`config.mk`:
```
export PLATFORM = sky130hd
export DESIGN_NAME = square_gen
export DESIGN_NICKNAME = d
export VERILOG_FILES = /design/src/rtl/square_gen.sv
export SDC_FILE = /design/constraint.sdc
export NUM_CORES = 1
export LEC_CHECK = 0
export BUFFER_PORTS_ARGS = -buffer_cell sky130_fd_sc_hd__buf_2
export CORE_UTILIZATION = 58
export DETAILED_ROUTE_END_ITERATION = 16
export PLACE_DENSITY = 0.82
export SLEW_MARGIN = 15
export SYNTH_ARGS = -nofsm -noshare
export SYNTH_HDL_FRONTEND = slang
export SYNTH_SLANG_ARGS = --single-unit
```
`constraint.sdc`:
```
create_clock -name clk_6M -period 22.4 [get_ports clk_6M]
set_clock_uncertainty 0.05 [all_clocks]
set_input_delay 2.24 -clock clk_6M [delete_from_list [all_inputs] [get_ports clk_6M]]
set_output_delay 2.24 -clock clk_6M [all_outputs]
set_load 0.02 [all_outputs]
```
`src/rtl/square_gen.sv`:
```
// square_gen: BCD frequency setpoint -> binary -> clock divider -> registered 50% square wave.
// Latency load->done: 1 + 1 + DIGITS + CNT_W + 1 cycles (DIV skipped when the setpoint is 0).
// No backpressure: load is ignored while busy. Optional macro ROUND_EN makes the divide round (ties up) instead of truncate.
module square_gen #(
    parameter int CLK_HZ = 6_000_000,
    parameter int DIGITS = 3,
    parameter int CNT_W  = 28
) (
    input  logic                  clk_6M,
    input  logic                  reset,
    input  logic                  load,
    input  logic [4*DIGITS-1:0]   bcd_freq,
    output logic                  busy,
    output logic                  done,
    output logic                  bcd_err,
    output logic                  square
);

    localparam int MAX_STEPS = (CNT_W > DIGITS) ? CNT_W : DIGITS;
    localparam int STEP_W    = $clog2(MAX_STEPS + 1);

    localparam logic [STEP_W-1:0] LAST_DIG = STEP_W'(DIGITS - 1);
    localparam logic [STEP_W-1:0] LAST_DIV = STEP_W'(CNT_W - 1);
    localparam logic [CNT_W-1:0]  N_BASE   = CNT_W'(CLK_HZ);

    typedef enum logic [2:0] {
        IDLE,
        CHECK,
        B2B,
        DIV,
        APPLY
    } state_t;

    state_t               state;
    logic [4*DIGITS-1:0]  bcd_lat;    // setpoint, shifted left one digit per B2B cycle
    logic [CNT_W-1:0]     bin;        // binary frequency accumulator
    logic [CNT_W-1:0]     den;        // divisor 2*bin, frozen for the whole divide
    logic [CNT_W-1:0]     rem;        // restoring-division partial remainder
    logic [CNT_W-1:0]     quo;        // dividend shifts out the top, quotient shifts in the bottom
    logic [STEP_W-1:0]    step;
    logic [CNT_W-1:0]     half_new;   // result handed to the generator in APPLY

    logic [CNT_W-1:0]     half_reg;   // active half-period, 0 = stopped
    logic [CNT_W-1:0]     half_pend;  // half-period waiting for the next wrap
    logic [CNT_W-1:0]     tc;

    logic                 bcd_bad;
    logic [3:0]           digit;
    logic [CNT_W-1:0]     bin_nxt;
    logic [CNT_W-1:0]     rem_low;
    logic                 rem_ge;
    logic [CNT_W-1:0]     rem_nxt;
    logic [CNT_W-1:0]     quo_nxt;
    logic                 apply;
    logic [CNT_W-1:0]     pend_val;
    logic                 wrap;

    // Flag any nibble of the latched setpoint that is not a decimal digit
    always_comb begin
        bcd_bad = 1'b0;
        for (int i = 0; i < DIGITS; i++) begin
            if (bcd_lat[4*i +: 4] > 4'd9) begin
                bcd_bad = 1'b1;
            end
        end
    end

    // Datapath for one BCD->binary step and one restoring-division step
    always_comb begin
        digit   = bcd_lat[4*DIGITS-1 -: 4];
        // bin*10 built from two shifts; no multiplier
        bin_nxt = (bin << 3) + (bin << 1) + CNT_W'(digit);

        // Remainder is always < den, so when its MSB is set the shifted value
        // exceeds 2^CNT_W > den; the CNT_W-bit subtraction is still exact.
        rem_low = {rem[CNT_W-2:0], quo[CNT_W-1]};
        rem_ge  = rem[CNT_W-1] | (rem_low >= den);
        rem_nxt = rem_ge ? (rem_low - den) : rem_low;
        quo_nxt = {quo[CNT_W-2:0], rem_ge};
    end

    // Control FSM: latch, validate, convert, divide, hand result to the generator
    always_ff @(posedge clk_6M or posedge reset) begin
        if (reset) begin
            state    <= IDLE;
            busy     <= 1'b0;
            done     <= 1'b0;
            bcd_err  <= 1'b0;
            bcd_lat  <= '0;
            bin      <= '0;
            den      <= '0;
            rem      <= '0;
            quo      <= '0;
            step     <= '0;
            half_new <= '0;
        end else begin
            done <= 1'b0;
            case (state)
                IDLE: begin
                    if (load) begin
                        bcd_lat <= bcd_freq;
                        bcd_err <= 1'b0;
                        busy    <= 1'b1;
                        state   <= CHECK;
                    end
                end
                CHECK: begin
                    if (bcd_bad) begin
                        // Generator keeps running on its previous setting
                        bcd_err <= 1'b1;
                        busy    <= 1'b0;
                        state   <= IDLE;
                    end else begin
                        bin   <= '0;
                        step  <= '0;
                        state <= B2B;
                    end
                end
                B2B: begin
                    bin     <= bin_nxt;
                    bcd_lat <= bcd_lat << 4;
                    if (step == LAST_DIG) begin
                        step <= '0;
                        if (bin_nxt == '0) begin
                            // 0 Hz: stop the output, no divide needed
                            half_new <= '0;
                            done     <= 1'b1;
                            state    <= APPLY;
                        end else begin
                            den <= bin_nxt << 1;
                            rem <= '0;
`ifdef ROUND_EN
                            // Adding bin (half the divisor) turns truncation into round-half-up
                            quo <= N_BASE + bin_nxt;
`else
                            quo <= N_BASE;
`endif
                            state <= DIV;
                        end
                    end else begin
                        step <= step + STEP_W'(1);
                    end
                end
                DIV: begin
                    rem <= rem_nxt;
                    quo <= quo_nxt;
                    if (step == LAST_DIV) begin
                        step     <= '0;
                        // A zero quotient would stop the output; clamp to the fastest wave
                        half_new <= (quo_nxt == '0) ? CNT_W'(1) : quo_nxt;
                        done     <= 1'b1;
                        state    <= APPLY;
                    end else begin
                        step <= step + STEP_W'(1);
                    end
                end
                APPLY: begin
                    busy  <= 1'b0;
                    state <= IDLE;
                end
                default: begin
                    busy  <= 1'b0;
                    state <= IDLE;
                end
            endcase
        end
    end

    assign apply    = (state == APPLY);
    // A write landing on the same cycle as a wrap takes effect at that wrap
    assign pend_val = apply ? half_new : half_pend;
    assign wrap     = (half_reg != '0) && (tc == (half_reg - CNT_W'(1)));

    // Toggle generator; new half-periods are adopted only at a wrap so no short pulses appear
    always_ff @(posedge clk_6M or posedge reset) begin
        if (reset) begin
            half_reg  <= '0;
            half_pend <= '0;
            tc        <= '0;
            square    <= 1'b0;
        end else begin
            if (apply) begin
                half_pend <= half_new;
            end
            if (half_reg == '0) begin
                tc     <= '0;
                square <= 1'b0;
                // Stopped: nothing to finish, so start right away with a rising edge
                if (apply && (half_new != '0)) begin
                    half_reg <= half_new;
                    square   <= 1'b1;
                end
            end else if (wrap) begin
                tc       <= '0;
                half_reg <= pend_val;
                // Stopping forces the line low rather than toggling it
                square   <= (pend_val == '0) ? 1'b0 : ~square;
            end else begin
                tc <= tc + CNT_W'(1);
            end
        end
    end

endmodule

```
==> impl_metrics.py, run 1 <==
metrics = {
    "yosys": {
        "synth_edf_count": 0,
        "synth_cell_types": 71,
        "syn-cell-area_um2": 14600,
        "yosys-top-cells-area": "dfrtp_1 42%, ha_1 6.9%, nand2_1 3.6%",
        "ys_warn_count": 0,
        "synth-seq-cells": 246,
        "muxShareOfSynthArea": 0.0447,
        "synth_xor_area_frac": 0.0606,
        "post-synth-top-count-cell": "dfrtp_1",
        "ys_dominant_reg_cell": "dfrtp_1",
        "synth_area_per_cell_um2": 9.25,
        "async_reset_ff_frac": 1.00,
        "syn_inst": 1578,
        "synth_top_area_cell": "dfrtp_1",
        "yosysSeqAreaShare": 0.422,
        "synthAdderAreaFrac": 0.0735,
        "synth_nets": 1677,
        "synth_compound_area_frac": 0.180,
        "synth_top_family_by_area": "compound AO/OA/AOI/OAI gates",
        "yosys.area_share.simple": 0.167,
        "synth_top_area_share": 0.422,
        "netlist_top_cells_count": "246 x dfrtp_1, 142 x nand2_1, 131 x nor2_1, 123 x inv_1, 86 x a21oi_1",
    },
    "floorplan": {
        "die_area_um2": 25800,
        "rows": 57,
        "start_util": 0.595,
        "core_area_um2": 24500,
        "die_y_um": 161,
        "die_w_um": 161,
        "ios": 19,
    },
    "timing": {
        "post-route-period-util": 0.223,
        "slew_viol_final": 0,
        "tightest_slew_ns": 1.11,
        "setup_viol": 0,
        "relSlewSlack": 0.260,
        "finalHoldViolCount": 0,
        "finalSetupTns_ns": 0,
        "fin_crit_ns": 5.00,
        "rsz0062_at_grt": "false",
        "hold_slack_ns": 0.459,
        "fmax_mhz": 200,
        "worst_slack_ns": 17.40,
    },
    "setup_path": {
        "critPathCaptureType": "register",
        "crit_type": "register to register",
        "required_ns": 22.76,
        "crit_slowest_cell": "o31ai_1",
        "critPathArrivalTime_ns": 5.36,
        "crit_family": "compound AO/OA/AOI/OAI gates",
        "cp-start-kind": "register",
        "cp_num_buf_inv": 1,
        "worstPathCellList": "fa_1, ha_1, nor2b_1, o31ai_1, a21boi_0, a211oi_1, o21ai_0, xor2_1, nand4bb_1, nor3_1, nor2_2, buf_4, mux2_2",
        "max_stage_delay_ns": 0.62,
        "crit_fanout": 27,
    },
    "route": {
        "firstDrtPassIters": 8,
        "wl_mm": 34.9,
        "drtIter0Drc": 1143,
        "vias_per_cell": 6.21,
        "avgRoutedWirePerCell_um": 18.3,
        "drcViolationCount": 0,
        "ant_nets": 0,
        "vias": 11900,
    },
    "global_routing": {
        "met3_usage": 0.0313,
        "busiest_layer": "met2",
        "grt_overflow": 0,
        "grt_pass1_wl_mm": 58.2,
        "antenna_found_initial": 0,
        "grt_pass1_vias": 11300,
        "grt_util_all_layers": 0.276,
        "met1_usage": 0.413,
        "grt_util_met2": 0.434,
        "grt_max_degree": 115,
    },
    "clocking": {
        "cts_buffers": 27,
        "cts_hold_buf": 0,
        "clockRootBuffer": "clkbuf_16",
        "postCtsSetupBuffers": 0,
        "cts_tree": "yes",
        "cts_buffer_depth": 3,
        "ctsResizeCount": 0,
        "clk_pin_slew_ns": 0.06,
        "clock_latency_ns": 0.53,
        "h-tree-depth": 1,
        "clock_sinks": 246,
    },
    "power": {
        "pwr-share-seq": 0.267,
        "powerDensity_nw_per_um2": 154,
        "finalPower_w": 0.00245,
        "intPower_w": 0.00135,
        "switchingPower_w": 0.00109,
        "p_leak_nw": 7.36,
        "power_frac_clock": 0.180,
        "power.share.switching": 0.448,
        "vdd_drop_max_v": 0.000100,
        "comb_power_share": 0.552,
    },
    "status": {
        "status": "complete, no violations",
    },
    "layout": {
        "nNetsFinal": 1664,
        "syn2layout_area_growth_pct": 8.40,
        "n_antenna_cell": 0,
        "design_area_um2": 15800,
        "drive_above_1_share": 0.0808,
    },
    "place": {
        "hpwl_mm": 24.6,
        "dpl_cell_area_um2": 14900,
        "place_ws_ns": 17.62,
        "place.gp.congestion": 0.945,
        "io_buffer_count": 18,
    },
    "job": {
        "drv_cap": 0,
    },
    "hold_path": {
        "hold_path.class": "register to register",
    },
}
area by class of cell:
cell class	count	area [um2]
multi-input combinational	1136	7700
fill	1956	8700
sequential	246	6160
clock buffer	38	777
timing repair buffer	31	208
inverter	123	469
clock inverter	11	116
tap	324	405
worst register-to-register path, delay by kind of cell, from the launching register on:
family | cells | cell delay (ns)
muxes | 1 | 0.32
AOI/OAI and AO/OA | 4 | 1.75
DFF | 1 | 0.41
buffers and inverters | 1 | 0.27
xor gates and xnor gates | 1 | 0.22
adders and majority gates | 2 | 0.78
and+or+nand+nor | 4 | 1.06
logic make-up (layout without fill, tap and decap cells):
group	after synthesis	count (layout)
flip-flops	246	246
multiplexers	62	62
XOR/XNOR	101	101
buffers and inverters	196	203
AO/OA/AOI/OAI	398	398
AND/OR/NAND/NOR	491	491
adder cells (fa/ha/maj)	84	84
stage by stage:
step	utilization	cells
5_1_grt	0.645	1909
6_report	0.645	1909
3_3_place_gp	0.608	1859
2_1_floorplan	-	1578
4_1_cts	0.644	1908
3_5_place_dp	0.608	1859
layout by cell type (no fill, tap or decap), drive strengths merged, types with 7 or more instances in the layout:
master  netlist  layout
xor2         42      42
dfrtp       246     246
xnor2        59      59
o21ai        75      75
nor4         27      27
nor2        131     131
nand2b       10      10
mux2         26      26
or4          11      11
nand3        39      39
a211oi       12      12
and2          9       9
a21o         16      16
nor3         25      25
ha           81      81
inv         123     124
and3         15      15
nand2       142     142
o211ai       35      35
mux2i        36      36
buf          16      31
nand3b        7       7
a21oi        86      86
nand4        28      28
clkbuf       57      38
o22ai        50      50
a22o         55      55
a31oi        10      10
nor2b        12      12
worst paths after layout:
kind                              from  endpoint  slack [ns]  cells past startpoint
max                        bcd_lat[11]   den[18]       17.40                     13
min                             den[5]    den[5]        0.46                      1
max reg2reg                bcd_lat[11]   den[18]       17.40                     13
min reg2reg                     den[5]    den[5]        0.46                      1
max in group asynchronous        reset   quo[24]       18.33                      4
min in group asynchronous        reset   bin[12]        1.82                      2
power groups by stage:
stage,registers (W),clock network [W],logic (W)
finish,0.000654,0.000441,0.00135
global route,0.000666,0.000466,0.00150
CTS,0.000652,0.000447,0.00132
detailed placement,0.000658,0,0.00130
global placement,0.000653,0,0.00128
floorplan,0.000621,0,0.00102
layer usage:
layer  vias up  share of wire  wire [um]
li1       5651              -          -
met1      5806           0.48      16600
met2       364           0.45      15800
met3        42          0.057       1980
met4         0          0.015        537
met5         -              0          0
Note: power is estimated with default switching activity, not from simulation.
==> run 2: changes to the inputs <==
--- a/config.mk
+++ b/config.mk
@@ -8,7 +8,7 @@
 export BUFFER_PORTS_ARGS = -buffer_cell sky130_fd_sc_hd__buf_2
 export CORE_UTILIZATION = 58
 export DETAILED_ROUTE_END_ITERATION = 16
-export PLACE_DENSITY = 0.82
+export PLACE_DENSITY = 0.85
 export SLEW_MARGIN = 15
 export SYNTH_ARGS = -nofsm -noshare
 export SYNTH_HDL_FRONTEND = slang
==> constraint.sdc (replaced) <==
create_clock -name clk_6M -period 4.2 [get_ports clk_6M]
set_clock_uncertainty 0.05 [all_clocks]
set_input_delay 0.42 -clock clk_6M [delete_from_list [all_inputs] [get_ports clk_6M]]
set_output_delay 0.42 -clock clk_6M [all_outputs]
set_load 0.02 [all_outputs]
==> run 2 against run 1 <==
  * Power grew to 5.8 times the previous value
  * Sequential cell count stayed put
  * Register-to-register slack worse by 17 ns
  * Die area stayed put
  * Routed wire length is 5.5% higher
  * Non-clock buffer count is 34 higher
  * Clock power grew to 5.9 times the previous value
  * Worst hold slack worse by 0.41 ns
  * First-iteration DRC count is 3.6% higher
  * Critical endpoint is now half_new[15]
  * Largest power group unchanged
==> impl_metrics.py, run 2 (synthesized netlist as in run 1, its figures left out) <==
metrics = {
    "timing": {
        "slew_viol_final": 0,
        "tightest_slew_ns": 1.09,
        "worst_slack_ns": 0.124,
        "post-route-period-util": 0.970,
        "finalHoldViolCount": 0,
        "setup_viol": 0,
        "relSlewSlack": 0.269,
        "fin_crit_ns": 4.08,
        "fmax_mhz": 245,
    },
    "route": {
        "firstDrtPassIters": 5,
        "wl_mm": 36.8,
        "avgRoutedWirePerCell_um": 18.9,
        "ant_nets": 0,
        "drcViolationCount": 0,
        "vias": 12200,
        "vias_per_cell": 6.26,
        "drtIter0Drc": 1184,
    },
    "setup_path": {
        "critPathArrivalTime_ns": 4.47,
        "critPathCaptureType": "register",
        "required_ns": 4.59,
        "crit_type": "register to register",
        "crit_fanout": 15,
        "cp-start-kind": "register",
    },
    "layout": {
        "final_cells": 1943,
        "final_cell_mix": "246 x dfrtp_1, 142 x nand2_1, 128 x nor2_1, 122 x inv_1, 85 x a21oi_1",
        "post-route-util": 0.668,
        "syn2layout_area_growth_pct": 12.3,
        "final_common_cell": "dfrtp_1",
        "nNetsFinal": 1698,
        "n_antenna_cell": 0,
        "drive_above_1_share": 0.114,
    },
    "place": {
        "place.gp.congestion": 0.997,
        "hpwl_mm": 25.6,
        "place_ws_ns": -0.00117,
        "placed_cells": 1887,
        "io_buffer_count": 18,
    },
    "power": {
        "powerDensity_nw_per_um2": 859,
        "vdd_drop_max_v": 0.000471,
        "finalPower_w": 0.0141,
        "p_leak_nw": 7.60,
    },
    "global_routing": {
        "grt_util_all_layers": 0.287,
        "grt_overflow": 0,
        "grt_pass1_vias": 11700,
        "grt_max_degree": 114,
        "grt_pass1_wl_mm": 60.1,
        "antenna_found_initial": 1,
    },
    "status": {
        "status": "complete, no violations",
    },
    "clocking": {
        "clock_sinks": 246,
        "cts_tree": "yes",
        "clk_pin_slew_ns": 0.06,
        "clock_latency_ns": 0.55,
        "cts_buffers": 27,
        "h-tree-depth": 1,
        "cts_buffer_depth": 3,
        "clockRootBuffer": "clkbuf_16",
    },
    "floorplan": {
        "start_util": 0.595,
        "die_y_um": 161,
        "rows": 57,
        "core_area_um2": 24500,
        "die_area_um2": 25800,
        "die_w_um": 161,
        "ios": 19,
    },
    "job": {
        "drv_cap": 0,
    },
    "hold_path": {
        "hold_path.class": "primary input to register",
    },
}
run 2: cell types whose count changed in the layout (fill, tap and decap cells not counted), sizes merged:
cell,before,now
buf,31,63
bufinv,2,5
clkinv,5,2
clkbuf,38,39
clkinvlp,3,4
dlygate4sd3,0,1
inv,124,123
run 2: critical path, stage by stage (launching register included):
cell       delay, ns
dfrtp_1         0.44
fa_2            0.60
ha_4            0.23
a211oi_4        0.26
nor2_2          0.10
o21a_1          0.23
o21a_1          0.22
or4_1           0.53
a211oi_2        0.22
nand4bb_1       0.16
nor3_2          0.13
buf_4           0.15
o211ai_1        0.12
buf_4           0.19
buf_6           0.15
a22o_1          0.18
run 2: layer usage:
layer  track usage  wire [um]  up-vias
li1              -          -     5730
met1         0.411      16500     5930
met2         0.444      16800      434
met3        0.0480       2430       75
met4        0.0905       1070        0
met5             0          0        -
run 2: repair_timing:
action | 4_1_cts | 5_1_grt
endpoints found under the hold margin | 4 | 0
setup endpoints to repair | 27 | 113
resized for setup | 1 | 28
cloned | 0 | 2
hold buffers | 1 | 0
buffers inserted | 0 | 4
pin swaps | 0 | 15
run 2: stage by stage:
| step | instance area [um2] | hold slack [ns] | setup TNS, ns |
|---|---|---|---|
| 6_report | 16400 | 0.0470 | 0 |
| 5_1_grt | 16400 | 0.0515 | -0.408 |
| 4_1_cts | 16200 | 0.0377 | 0 |
| 3_5_place_dp | 15200 | 0.421 | -0.00117 |
| 3_3_place_gp | 15200 | 0.423 | 0 |
| 2_1_floorplan | 14600 | 0.408 | 0 |
run 2: final cells by class:
class,count,area (um2)
well taps,324,405
flip-flops and latches,246,6160
inverters,123,465
clock buffers,38,797
repair buffers,65,533
clock inverters,11,199
fillers,1841,8140
multi-input cells,1136,7840
run 2: final timing paths:
path / to / slack, ns / cells after the start / start
setup / recovery: half_new[15] / 0.12 / 15 / bin[2]
hold / removal: bcd_lat[1] / 0.05 / 2 / bcd_freq[1]
setup reg to reg: half_new[15] / 0.12 / 15 / bin[2]
hold reg to reg: bcd_err / 0.44 / 2 / bcd_err
max in group asynchronous: half_pend[24] / 2.55 / 4 / reset
min in group asynchronous: bin[10] / 0.53 / 3 / reset
run 2: power by group:
group / internal [W] / switching (W) / total [W]
logic: 0.00324 / 0.00475 / 0.00800
clock network: 0.00163 / 0.000996 / 0.00262
registers: 0.00297 / 0.000499 / 0.00347
total: 0.00784 / 0.00625 / 0.0141
